$ cat src/rtl/dag.sv
// Data address generator: four I/M/L/B register sets, modify/circular-wrap
// datapath, registered data-memory address and combinational ureg readback.

module dag_set #(
  parameter int W = 16
) (
  input  logic         clk,
  input  logic         reset,
  input  logic [3:0]   wr_en,    // one-hot by ureg type: [0] I, [1] M, [2] L, [3] B
  input  logic [W-1:0] wr_val,
  input  logic         upd_en,
  input  logic [W-1:0] upd_val,
  output logic [W-1:0] i_q,
  output logic [W-1:0] m_q,
  output logic [W-1:0] l_q,
  output logic [W-1:0] b_q
);

  always_ff @(posedge clk or negedge reset) begin
    if (!reset) begin
      i_q <= '0;
      m_q <= '0;
      l_q <= '0;
      b_q <= '0;
    end else begin
      // An explicit ureg write to I overrides a same-edge post-modify update.
      if (wr_en[0])    i_q <= wr_val;
      else if (upd_en) i_q <= upd_val;
      if (wr_en[1]) m_q <= wr_val;
      if (wr_en[2]) l_q <= wr_val;
      if (wr_en[3]) b_q <= wr_val;
    end
  end

endmodule

module dag #(
  parameter int DMA_SIZE = 16,
  parameter int DMD_SIZE = 16
) (
  input  logic                clk,
  input  logic                reset,
  input  logic                ps_dg_en,
  input  logic [1:0]          ps_dg_isel,
  input  logic [1:0]          ps_dg_msel,
  input  logic                ps_dg_pre,
  input  logic                ps_dg_imm_en,
  input  logic [DMA_SIZE-1:0] ps_dg_imm,
  input  logic                ps_dg_wrt_en,
  input  logic [3:0]          ps_dg_rd_add,
  input  logic [3:0]          ps_dg_wrt_add,
  input  logic [DMD_SIZE-1:0] bc_dg_dt,
  output logic [DMA_SIZE-1:0] dg_dm_add,
  output logic [DMD_SIZE-1:0] dg_bc_dt
);

  logic [3:0][DMA_SIZE-1:0] i_r, m_r, l_r, b_r;
  logic [3:0][3:0]          wsel;
  logic [3:0]               upd;
  logic [DMA_SIZE-1:0]      wr_val;
  logic [DMA_SIZE-1:0]      cur_i, cur_l, cur_b, mod, sum, nxt;
  logic [DMA_SIZE:0]        top;
  logic [DMA_SIZE-1:0]      rd_val;

  assign wr_val = DMA_SIZE'(bc_dg_dt);

  for (genvar k = 0; k < 4; k++) begin : g_set
    assign wsel[k] = (ps_dg_wrt_en && ps_dg_wrt_add[1:0] == 2'(k))
                   ? (4'b0001 << ps_dg_wrt_add[3:2]) : 4'b0000;
    assign upd[k]  = ps_dg_en && !ps_dg_pre && ps_dg_isel == 2'(k);

    dag_set #(.W(DMA_SIZE)) u_set (
      .clk     (clk),
      .reset   (reset),
      .wr_en   (wsel[k]),
      .wr_val  (wr_val),
      .upd_en  (upd[k]),
      .upd_val (nxt),
      .i_q     (i_r[k]),
      .m_q     (m_r[k]),
      .l_q     (l_r[k]),
      .b_q     (b_r[k])
    );
  end

  // Shared modify/wrap datapath; reads pre-edge register values so same-cycle
  // ureg writes to M/L/B only take effect on the following request.
  always_comb begin
    cur_i = i_r[ps_dg_isel];
    cur_l = l_r[ps_dg_isel];
    cur_b = b_r[ps_dg_isel];
    mod   = ps_dg_imm_en ? ps_dg_imm : m_r[ps_dg_msel];
    sum   = cur_i + mod;
    top   = {1'b0, cur_b} + {1'b0, cur_l};
    nxt   = sum;
    if (cur_l != '0) begin
      if ({1'b0, sum} >= top) nxt = sum - cur_l;
      else if (sum < cur_b)   nxt = sum + cur_l;
    end
  end

  always_ff @(posedge clk or negedge reset) begin
    if (!reset)        dg_dm_add <= '0;
    else if (ps_dg_en) dg_dm_add <= ps_dg_pre ? nxt : cur_i;
  end

  always_comb begin
    rd_val = '0;
    case (ps_dg_rd_add[3:2])
      2'b00:   rd_val = i_r[ps_dg_rd_add[1:0]];
      2'b01:   rd_val = m_r[ps_dg_rd_add[1:0]];
      2'b10:   rd_val = l_r[ps_dg_rd_add[1:0]];
      default: rd_val = b_r[ps_dg_rd_add[1:0]];
    endcase
  end

  assign dg_bc_dt = DMD_SIZE'(rd_val);

endmodule

$ cat config.mk
export PLATFORM = sky130hd
export DESIGN_NAME = dag
export DESIGN_NICKNAME = d
export VERILOG_FILES = /design/src/rtl/dag.sv
export SDC_FILE = /design/constraint.sdc
export NUM_CORES = 1
export LEC_CHECK = 0
export ABC_AREA = 0
export CORE_MARGIN = 2
export CORE_UTILIZATION = 55
export CTS_CLUSTER_DIAMETER = 50
export DETAILED_ROUTE_END_ITERATION = 10
export PLACE_DENSITY_LB_ADDON = 0.05
export SLEW_MARGIN = 40
export SYNTH_ARGS = -nofsm -noshare
export SYNTH_HDL_FRONTEND = slang
export SYNTH_SLANG_ARGS = --single-unit
$ cat constraint.sdc
create_clock -name clk -period 14.7 [get_ports clk]
set_input_delay 2.94 -clock clk [delete_from_list [all_inputs] [get_ports clk]]
set_output_delay 2.94 -clock clk [all_outputs]
set_load 0.01 [all_outputs]
==> impl_metrics.yaml, run 1 <==
die:
  dieWidth_um: 188
  initial_utilization: 0.556
  io_pins: 82
  rows: 67
  dieArea_mm2: 0.0353
  chipHeight_um: 188
  fp.coreArea_mm2: 0.0334
route:
  routed_wire_length_per_instance_um: 27.5
  detail_route.iter0.violations: 1478
  drcViolationCount: 0
  route.vias.total: 14500
  post_drt_via_cell_ratio: 6.80
  dr.pass1.iters: 5
  total_wire_length_after_detailed_routing_um: 58800
  final_antenna_net_count: 0
power:
  seqPwrFrac: 0.200
  powerDensity_mw_per_mm2: 272
  power.leakage_nw: 8.81
  power.ir.vdd_worst_mv: 0.227
  combinationalPowerShare: 0.628
  cellInternalPower_w: 0.00306
  total_switching_power_w: 0.00271
  pwr-share-clk: 0.172
  p_sw_frac: 0.470
hold_path:
  timing.hold.worst.class: "reg -> reg"
global_routing:
  via_count_of_the_first_global_routing_pass: 14500
  grt-ovfl-total: 0
  grt_first_pass_wirelength_um: 89500
  grtUsageTotal: 0.340
  grt_max_degree: 100
  antenna_violations_before_repair: 1
clock_network:
  cts_inserted_buffers: 40
  clock_tree.root_cell: "sky130_fd_sc_hd__clkbuf_16"
  cts-htree-levels: 2
  hold_buffers: 0
  tritoncts: "done"
  register_clock_pin_slew_on_the_reported_worst_setup_and_hold_paths_ns: 0.05
  numClockSinks: 272
  post_cts.repair.setup_buffers: 0
  clk_latency_ns: 0.58
  cts_resized: 0
  cts_max_path_buffers: 3
sta:
  max_clock_freq_mhz: 101
  setup_violations: 0
  setup_repair_after_global_routing_missed_its_margin: "no"
  final.setup_skew_ns: 0.0347
  max_slew_margin: 0.414
  worst_pin_slew_ns: 0.876
  hold_ws_ns: 0.476
  final_max_slew_viol_count: 0
  min_period_over_period: 0.674
  finalWorstPathRequiredPeriod_ns: 9.91
  timing.final.hold_violations: 0
  setup-tns-final_ns: 0
place:
  gp_routability_congestion: 0.913
  i_o_buffers: 81
  dpl.hpwl_um: 41500
synth:
  synth-async-reset-ratio: 1.00
  sequential_cell_area_fraction_in_the_yosys_report: 0.366
  synth_edf_count: 0
  synthDistinctLibCells: 94
  synth_fp_nets: 1751
  average_size_of_a_mapped_cell_um2: 11.6
  synth-seq-cells: 272
  post_synth_inst_count: 1608
  synth.yosys.warnings: 0
  dominantRegCellSynth: "sky130_fd_sc_hd__dfrtp_1"
  syn-cell-area_mm2: 0.0186
layout:
  area_taken_by_multi_input_logic_gates_mm2: 0.0111
  area.growth.synth_to_final_pct: 14.2
  antenna_cells_inserted: 0
  drive_gt1_frac: 0.298
  layout.nets: 1797
  sequential_cell_area_mm2: 0.00681
  fillCellCount: 2615
setup_path:
  required_ns: 15.18
  critical-path-max-stage-delay_ns: 0.68
  worstSetupEndpointType: "register"
  critPathMaxFanout: 16
  timing.critical_path.arrival_ns: 10.38
  reg_to_reg_setup_timing_slack_ns: 7.63
  cp_slowest_cell: "sky130_fd_sc_hd__o311ai_1"
  worstSetupStartpointType: "input pin"
  critPathKind: "in -> reg"
run:
  drv.max_cap_violation_count: 0
outcome:
  status: "finished, final reports clean"
[cell usage in the layout, fill, tap and decap left out, drive strengths merged, types with 6 or more instances in the layout]
master           n
a221oi           9
nand2           97
nor4             8
or3             12
inv             75
nor3            30
mux4           144
nand2b          12
dfrtp          272
nor2            95
ha              89
and3             6
nor2b            7
a21o            15
clkdlybuf4s50   73
o211ai          18
clkbuf          52
clkinv           8
o22ai           27
a21oi           76
a31oi           27
o21bai           8
o21ai           76
nand3           22
mux2i           12
o31ai            9
o221a            6
nand4            9
mux2           198
xnor2           27
o21a            31
buf             44
[cell usage after synthesis, types with 5 or more instances]
| cell type | count | area (um^2) |
|---|---|---|
| sky130_fd_sc_hd__nor3b_1 | 5 | 37.5 |
| sky130_fd_sc_hd__nand4_1 | 9 | 56.3 |
| sky130_fd_sc_hd__o31ai_1 | 5 | 37.5 |
| sky130_fd_sc_hd__dfrtp_1 | 272 | 6810 |
| sky130_fd_sc_hd__nor2_1 | 94 | 353 |
| sky130_fd_sc_hd__and3_1 | 6 | 37.5 |
| sky130_fd_sc_hd__a21oi_1 | 76 | 380 |
| sky130_fd_sc_hd__buf_1 | 19 | 71.3 |
| sky130_fd_sc_hd__o21a_1 | 31 | 233 |
| sky130_fd_sc_hd__a221oi_1 | 8 | 70.1 |
| sky130_fd_sc_hd__o21ai_1 | 14 | 70.1 |
| sky130_fd_sc_hd__nor4_1 | 8 | 50.1 |
| sky130_fd_sc_hd__nand3_1 | 21 | 105 |
| sky130_fd_sc_hd__a31oi_1 | 25 | 156 |
| sky130_fd_sc_hd__o211ai_1 | 17 | 128 |
| sky130_fd_sc_hd__nor3_1 | 29 | 145 |
| sky130_fd_sc_hd__o221a_2 | 5 | 56.3 |
| sky130_fd_sc_hd__mux2_2 | 198 | 2230 |
| sky130_fd_sc_hd__or3_1 | 12 | 75.1 |
| sky130_fd_sc_hd__mux4_2 | 144 | 3240 |
| sky130_fd_sc_hd__inv_1 | 68 | 255 |
| sky130_fd_sc_hd__o22ai_1 | 27 | 169 |
| sky130_fd_sc_hd__nand2_1 | 97 | 364 |
| sky130_fd_sc_hd__a21o_1 | 15 | 113 |
| sky130_fd_sc_hd__nor2b_1 | 7 | 43.8 |
| sky130_fd_sc_hd__mux2i_1 | 12 | 120 |
| sky130_fd_sc_hd__clkbuf_1 | 81 | 304 |
| sky130_fd_sc_hd__o21ai_0 | 61 | 305 |
| sky130_fd_sc_hd__nand2b_1 | 12 | 75.1 |
| sky130_fd_sc_hd__buf_2 | 8 | 40.0 |
| sky130_fd_sc_hd__xnor2_1 | 26 | 228 |
| sky130_fd_sc_hd__ha_1 | 89 | 1110 |
| sky130_fd_sc_hd__o21bai_1 | 7 | 52.6 |
[routing by layer]
| metal | wire length [um] | up-vias | global-route usage |
|---|---|---|---|
| met5 | 13 | - | 0 |
| met4 | 1700 | 2 | 0.116 |
| met3 | 5920 | 110 | 0.0947 |
| met2 | 25900 | 718 | 0.506 |
| met1 | 25200 | 7431 | 0.484 |
| li1 | - | 6250 | - |
[flip-flops by register name (all words and copies together), names as in the netlist]
register / flops
g_set.u_set.b_q: 64
g_set.u_set.i_q: 64
g_set.u_set.l_q: 64
g_set.u_set.m_q: 64
dg_dm_add: 16
[power by group through the flow]
stage | registers (W) | clock network [W] | logic (W)
finish | 0.00116 | 0.000993 | 0.00363
global route | 0.00119 | 0.00104 | 0.00389
CTS | 0.00115 | 0.00100 | 0.00353
detailed placement | 0.00116 | 0 | 0.00351
global placement | 0.00115 | 0 | 0.00346
floorplan | 0.00112 | 0 | 0.00255
[worst max-delay path, delay by kind of cell]
kind / cells / cell delay, ns
AO/OA/AOI/OAI: 13 / 3.58
adder cells (fa/ha/maj): 3 / 1.08
buffers and inverters: 3 / 0.99
multiplexers: 2 / 0.83
AND/OR/NAND/NOR: 3 / 0.50
XOR/XNOR: 1 / 0.43
[cell type report]
class                      instances  share of cell area
multi-input combinational       1154               0.523
timing repair buffer             117              0.0527
sequential                       272               0.320
inverter                          69              0.0122
clock inverter                    21              0.0134
tap                              448              0.0264
clock buffer                      52              0.0516
[cells by family after synthesis]
kind of cell               count (synthesis)  share of synthesized area
AOI/OAI and AO/OA                        355                      0.134
DFF                                      272                      0.366
buffers and inverters                    182                     0.0385
muxes                                    354                      0.301
xor gates and xnor gates                  31                     0.0156
and+or+nand+nor                          320                     0.0805
adders and majority gates                 94                     0.0648
[stage by stage]
step / power [W] / instance area (um^2) / utilization / std cells / worst slack [ns]
2_1_floorplan: 0.00367 / 18600 / - / 1608 / 5.36
3_3_place_gp: 0.00461 / 19800 / 0.591 / 2057 / 4.24
3_5_place_dp: 0.00467 / 19800 / 0.593 / 2060 / 4.13
4_1_cts: 0.00569 / 21200 / 0.634 / 2133 / 4.73
5_1_grt: 0.00612 / 21200 / 0.635 / 2133 / 4.44
6_report: 0.00578 / 21200 / 0.635 / 2133 / 4.79
[final timing paths]
check | start | endpoint | cells after the start
min reg2reg | dg_dm_add[4] | dg_dm_add[4] | 1
max | ps_dg_msel[0] | dg_dm_add[2] | 25
min | dg_dm_add[4] | dg_dm_add[4] | 1
max in group asynchronous | reset | dg_dm_add[12] | 3
min in group asynchronous | reset | g_set[2].u_set.m_q[2] | 1
max reg2reg | g_set[2].u_set.m_q[0] | dg_dm_add[2] | 23
Note: power is estimated with default switching activity, not from simulation.
==> run 2: changes to the inputs <==
==> constraint.sdc (replaced) <==
create_clock -name clk -period 9.1 [get_ports clk]
set_input_delay 1.82 -clock clk [delete_from_list [all_inputs] [get_ports clk]]
set_output_delay 1.82 -clock clk [all_outputs]
set_load 0.01 [all_outputs]
==> impl_metrics.yaml, run 2 (synthesized netlist as in run 1, its figures left out) <==
global_routing:
  grt_max_degree: 143
  grt_util_met3: 0.0838
  grt_first_pass_wirelength_um: 86500
  globalRoute.busiestLayer: "met2"
  grt-ovfl-total: 0
  groute.layer.met2.usage: 0.493
  gr-usage-met1: 0.466
  antenna_violations_before_repair: 2
  via_count_of_the_first_global_routing_pass: 14300
  grtUsageTotal: 0.328
clock_network:
  register_clock_pin_slew_on_the_reported_worst_setup_and_hold_paths_ns: 0.06
  post_cts.repair.setup_buffers: 0
  cts-htree-levels: 2
  hold_buffers: 0
  numClockSinks: 272
  clock_tree.root_cell: "sky130_fd_sc_hd__clkbuf_16"
  tritoncts: "done"
  cts_resized: 0
  clk_latency_ns: 0.55
  cts_max_path_buffers: 3
  cts_inserted_buffers: 38
die:
  rows: 67
  fp.coreArea_mm2: 0.0334
  io_pins: 82
  chipHeight_um: 188
  dieWidth_um: 188
  dieArea_mm2: 0.0353
  initial_utilization: 0.556
setup_path:
  required_ns: 9.56
  critical-path-max-stage-delay_ns: 0.60
  critPathKind: "in -> reg"
  timing.rr.end: "g_set[2].u_set.i_q[5]"
  timing.critical_path.arrival_ns: 8.70
  r2r_start: "g_set[0].u_set.m_q[0]"
  critical_path_cell_by_cell: "clkdlybuf4s50_1, mux4_2, mux2_2, ha_1, fa_1, a211oi_2, o21ai_1, a211oi_2, o21bai_2, a311o_1, xnor2_1, inv_1, ha_1, nand3_1, nor4_1, a311oi_1, o21ai_0, a311oi_2, o211a_1, o31ai_1, o221a_2, o31ai_2, nor2_1, o22ai_1"
  critPathMaxFanout: 5
  worstSetupStartpointType: "input pin"
  reg_to_reg_setup_timing_slack_ns: 2.34
  timing.reg2reg.worst_path_depth: 23
  worstSetupEndpointType: "register"
  cp_slowest_cell: "sky130_fd_sc_hd__o31ai_2"
route:
  total_wire_length_after_detailed_routing_um: 56700
  route.vias.total: 14300
  post_drt_via_cell_ratio: 6.69
  final_antenna_net_count: 0
  dr.pass1.iters: 6
  detail_route.iter0.violations: 1235
  routed_wire_length_per_instance_um: 26.6
  drcViolationCount: 0
hold_path:
  timing.hold.worst.class: "reg -> reg"
  whs_endpoint: "dg_dm_add[4]"
  hold_depth: 1
  hold_path_startpoint: "dg_dm_add[4]"
sta:
  max_slew_margin: 0.427
  min_period_over_period: 0.905
  setup_violations: 0
  setup-tns-final_ns: 0
  timing.final.hold_violations: 0
  max_clock_freq_mhz: 121
  finalWorstPathRequiredPeriod_ns: 8.24
  final.setup_skew_ns: 0.0151
  final_max_slew_viol_count: 0
  hold_ws_ns: 0.482
  final_critical_path_setup_slack_ns: 0.861
  setup_repair_after_global_routing_missed_its_margin: "no"
  worst_pin_slew_ns: 0.859
place:
  i_o_buffers: 81
  dpl.hpwl_um: 40800
  post-place-ws_ns: 0.246
  gp_routability_congestion: 0.924
layout:
  area_taken_by_multi_input_logic_gates_mm2: 0.0111
  drive_gt1_frac: 0.295
  fillCellCount: 2642
  most_common_cell_after_layout_fill_and_taps_aside: "sky130_fd_sc_hd__dfrtp_1"
  most_frequent_cells_in_the_layout: "272 x sky130_fd_sc_hd__dfrtp_1, 198 x sky130_fd_sc_hd__mux2_2, 144 x sky130_fd_sc_hd__mux4_2, 96 x sky130_fd_sc_hd__nand2_1, 94 x sky130_fd_sc_hd__nor2_1"
  finish.utilization: 0.633
  area.growth.synth_to_final_pct: 13.9
  layout.nets: 1798
  sequential_cell_area_mm2: 0.00681
  antenna_cells_inserted: 0
power:
  power.leakage_nw: 8.77
  p_sw_frac: 0.465
  pwr-share-clk: 0.166
  combinationalPowerShare: 0.631
  seqPwrFrac: 0.203
  powerDensity_mw_per_mm2: 434
  cellInternalPower_w: 0.00492
  power.ir.vdd_worst_mv: 0.346
  total_switching_power_w: 0.00428
outcome:
  status: "finished, final reports clean"
run:
  drv.max_cap_violation_count: 0
[run 2: cell types whose count changed in the layout (fill, tap and decap cells not counted), sizes merged]
cell	previous run	this run
clkbuf	52	50
clkdlybuf4s50	73	75
clkinvlp	3	1
buf	44	45
inv	75	74
[run 2: layer usage]
metal / up-vias / routed length, um
li1: 6241 / -
met1: 7344 / 24400
met2: 564 / 25600
met3: 113 / 5060
met4: 4 / 1630
met5: - / 32
[run 2: area by class of cell]
cell class / instances / area share
clock buffers: 50 / 0.0494
clock inverters: 18 / 0.0112
inverters: 69 / 0.0122
multi-input cells: 1154 / 0.525
flip-flops and latches: 272 / 0.321
well taps: 448 / 0.0265
repair buffers: 120 / 0.0546
[run 2: per-stage QoR]
stage | std cells | total power, W | cell area [um^2]
2_1_floorplan | 1608 | 0.00592 | 18600
3_3_place_gp | 2060 | 0.00747 | 19800
3_5_place_dp | 2062 | 0.00755 | 19900
4_1_cts | 2130 | 0.00912 | 21200
5_1_grt | 2131 | 0.00977 | 21200
6_report | 2131 | 0.00920 | 21200
[run 2: worst max-delay path by stage]
| stage | from | endpoint | slack (ns) | depth (start not counted) |
|---|---|---|---|---|
| 6_report | ps_dg_msel[0] | g_set[2].u_set.i_q[5] | 0.86 | 24 |
| 5_1_grt | ps_dg_msel[0] | dg_dm_add[2] | 0.34 | 24 |
| 4_1_cts | ps_dg_msel[0] | g_set[0].u_set.i_q[2] | 0.85 | 24 |
| 3_5_place_dp | ps_dg_msel[0] | g_set[0].u_set.i_q[2] | 0.25 | 24 |
| 3_3_place_gp | ps_dg_msel[0] | dg_dm_add[2] | 0.42 | 24 |
| 2_1_floorplan | ps_dg_isel[0] | dg_dm_add[7] | 0.88 | 26 |
[run 2: power by group through the flow]
stage          clock network [W]  registers, W  logic (W)
4_1_cts                  0.00156       0.00186    0.00571
5_1_grt                  0.00160       0.00191    0.00626
3_3_place_gp                   0       0.00185    0.00562
6_report                 0.00153       0.00187    0.00580
2_1_floorplan                  0       0.00180    0.00412
3_5_place_dp                   0       0.00187    0.00568
[run 2: worst max-delay path: cells and delay by family]
kind,cells,cell delay [ns]
AO/OA/AOI/OAI,13,3.71
adder cells (fa/ha/maj),3,1.06
multiplexers,2,0.83
buffers and inverters,2,0.71
AND/OR/NAND/NOR,3,0.31
XOR/XNOR,1,0.24
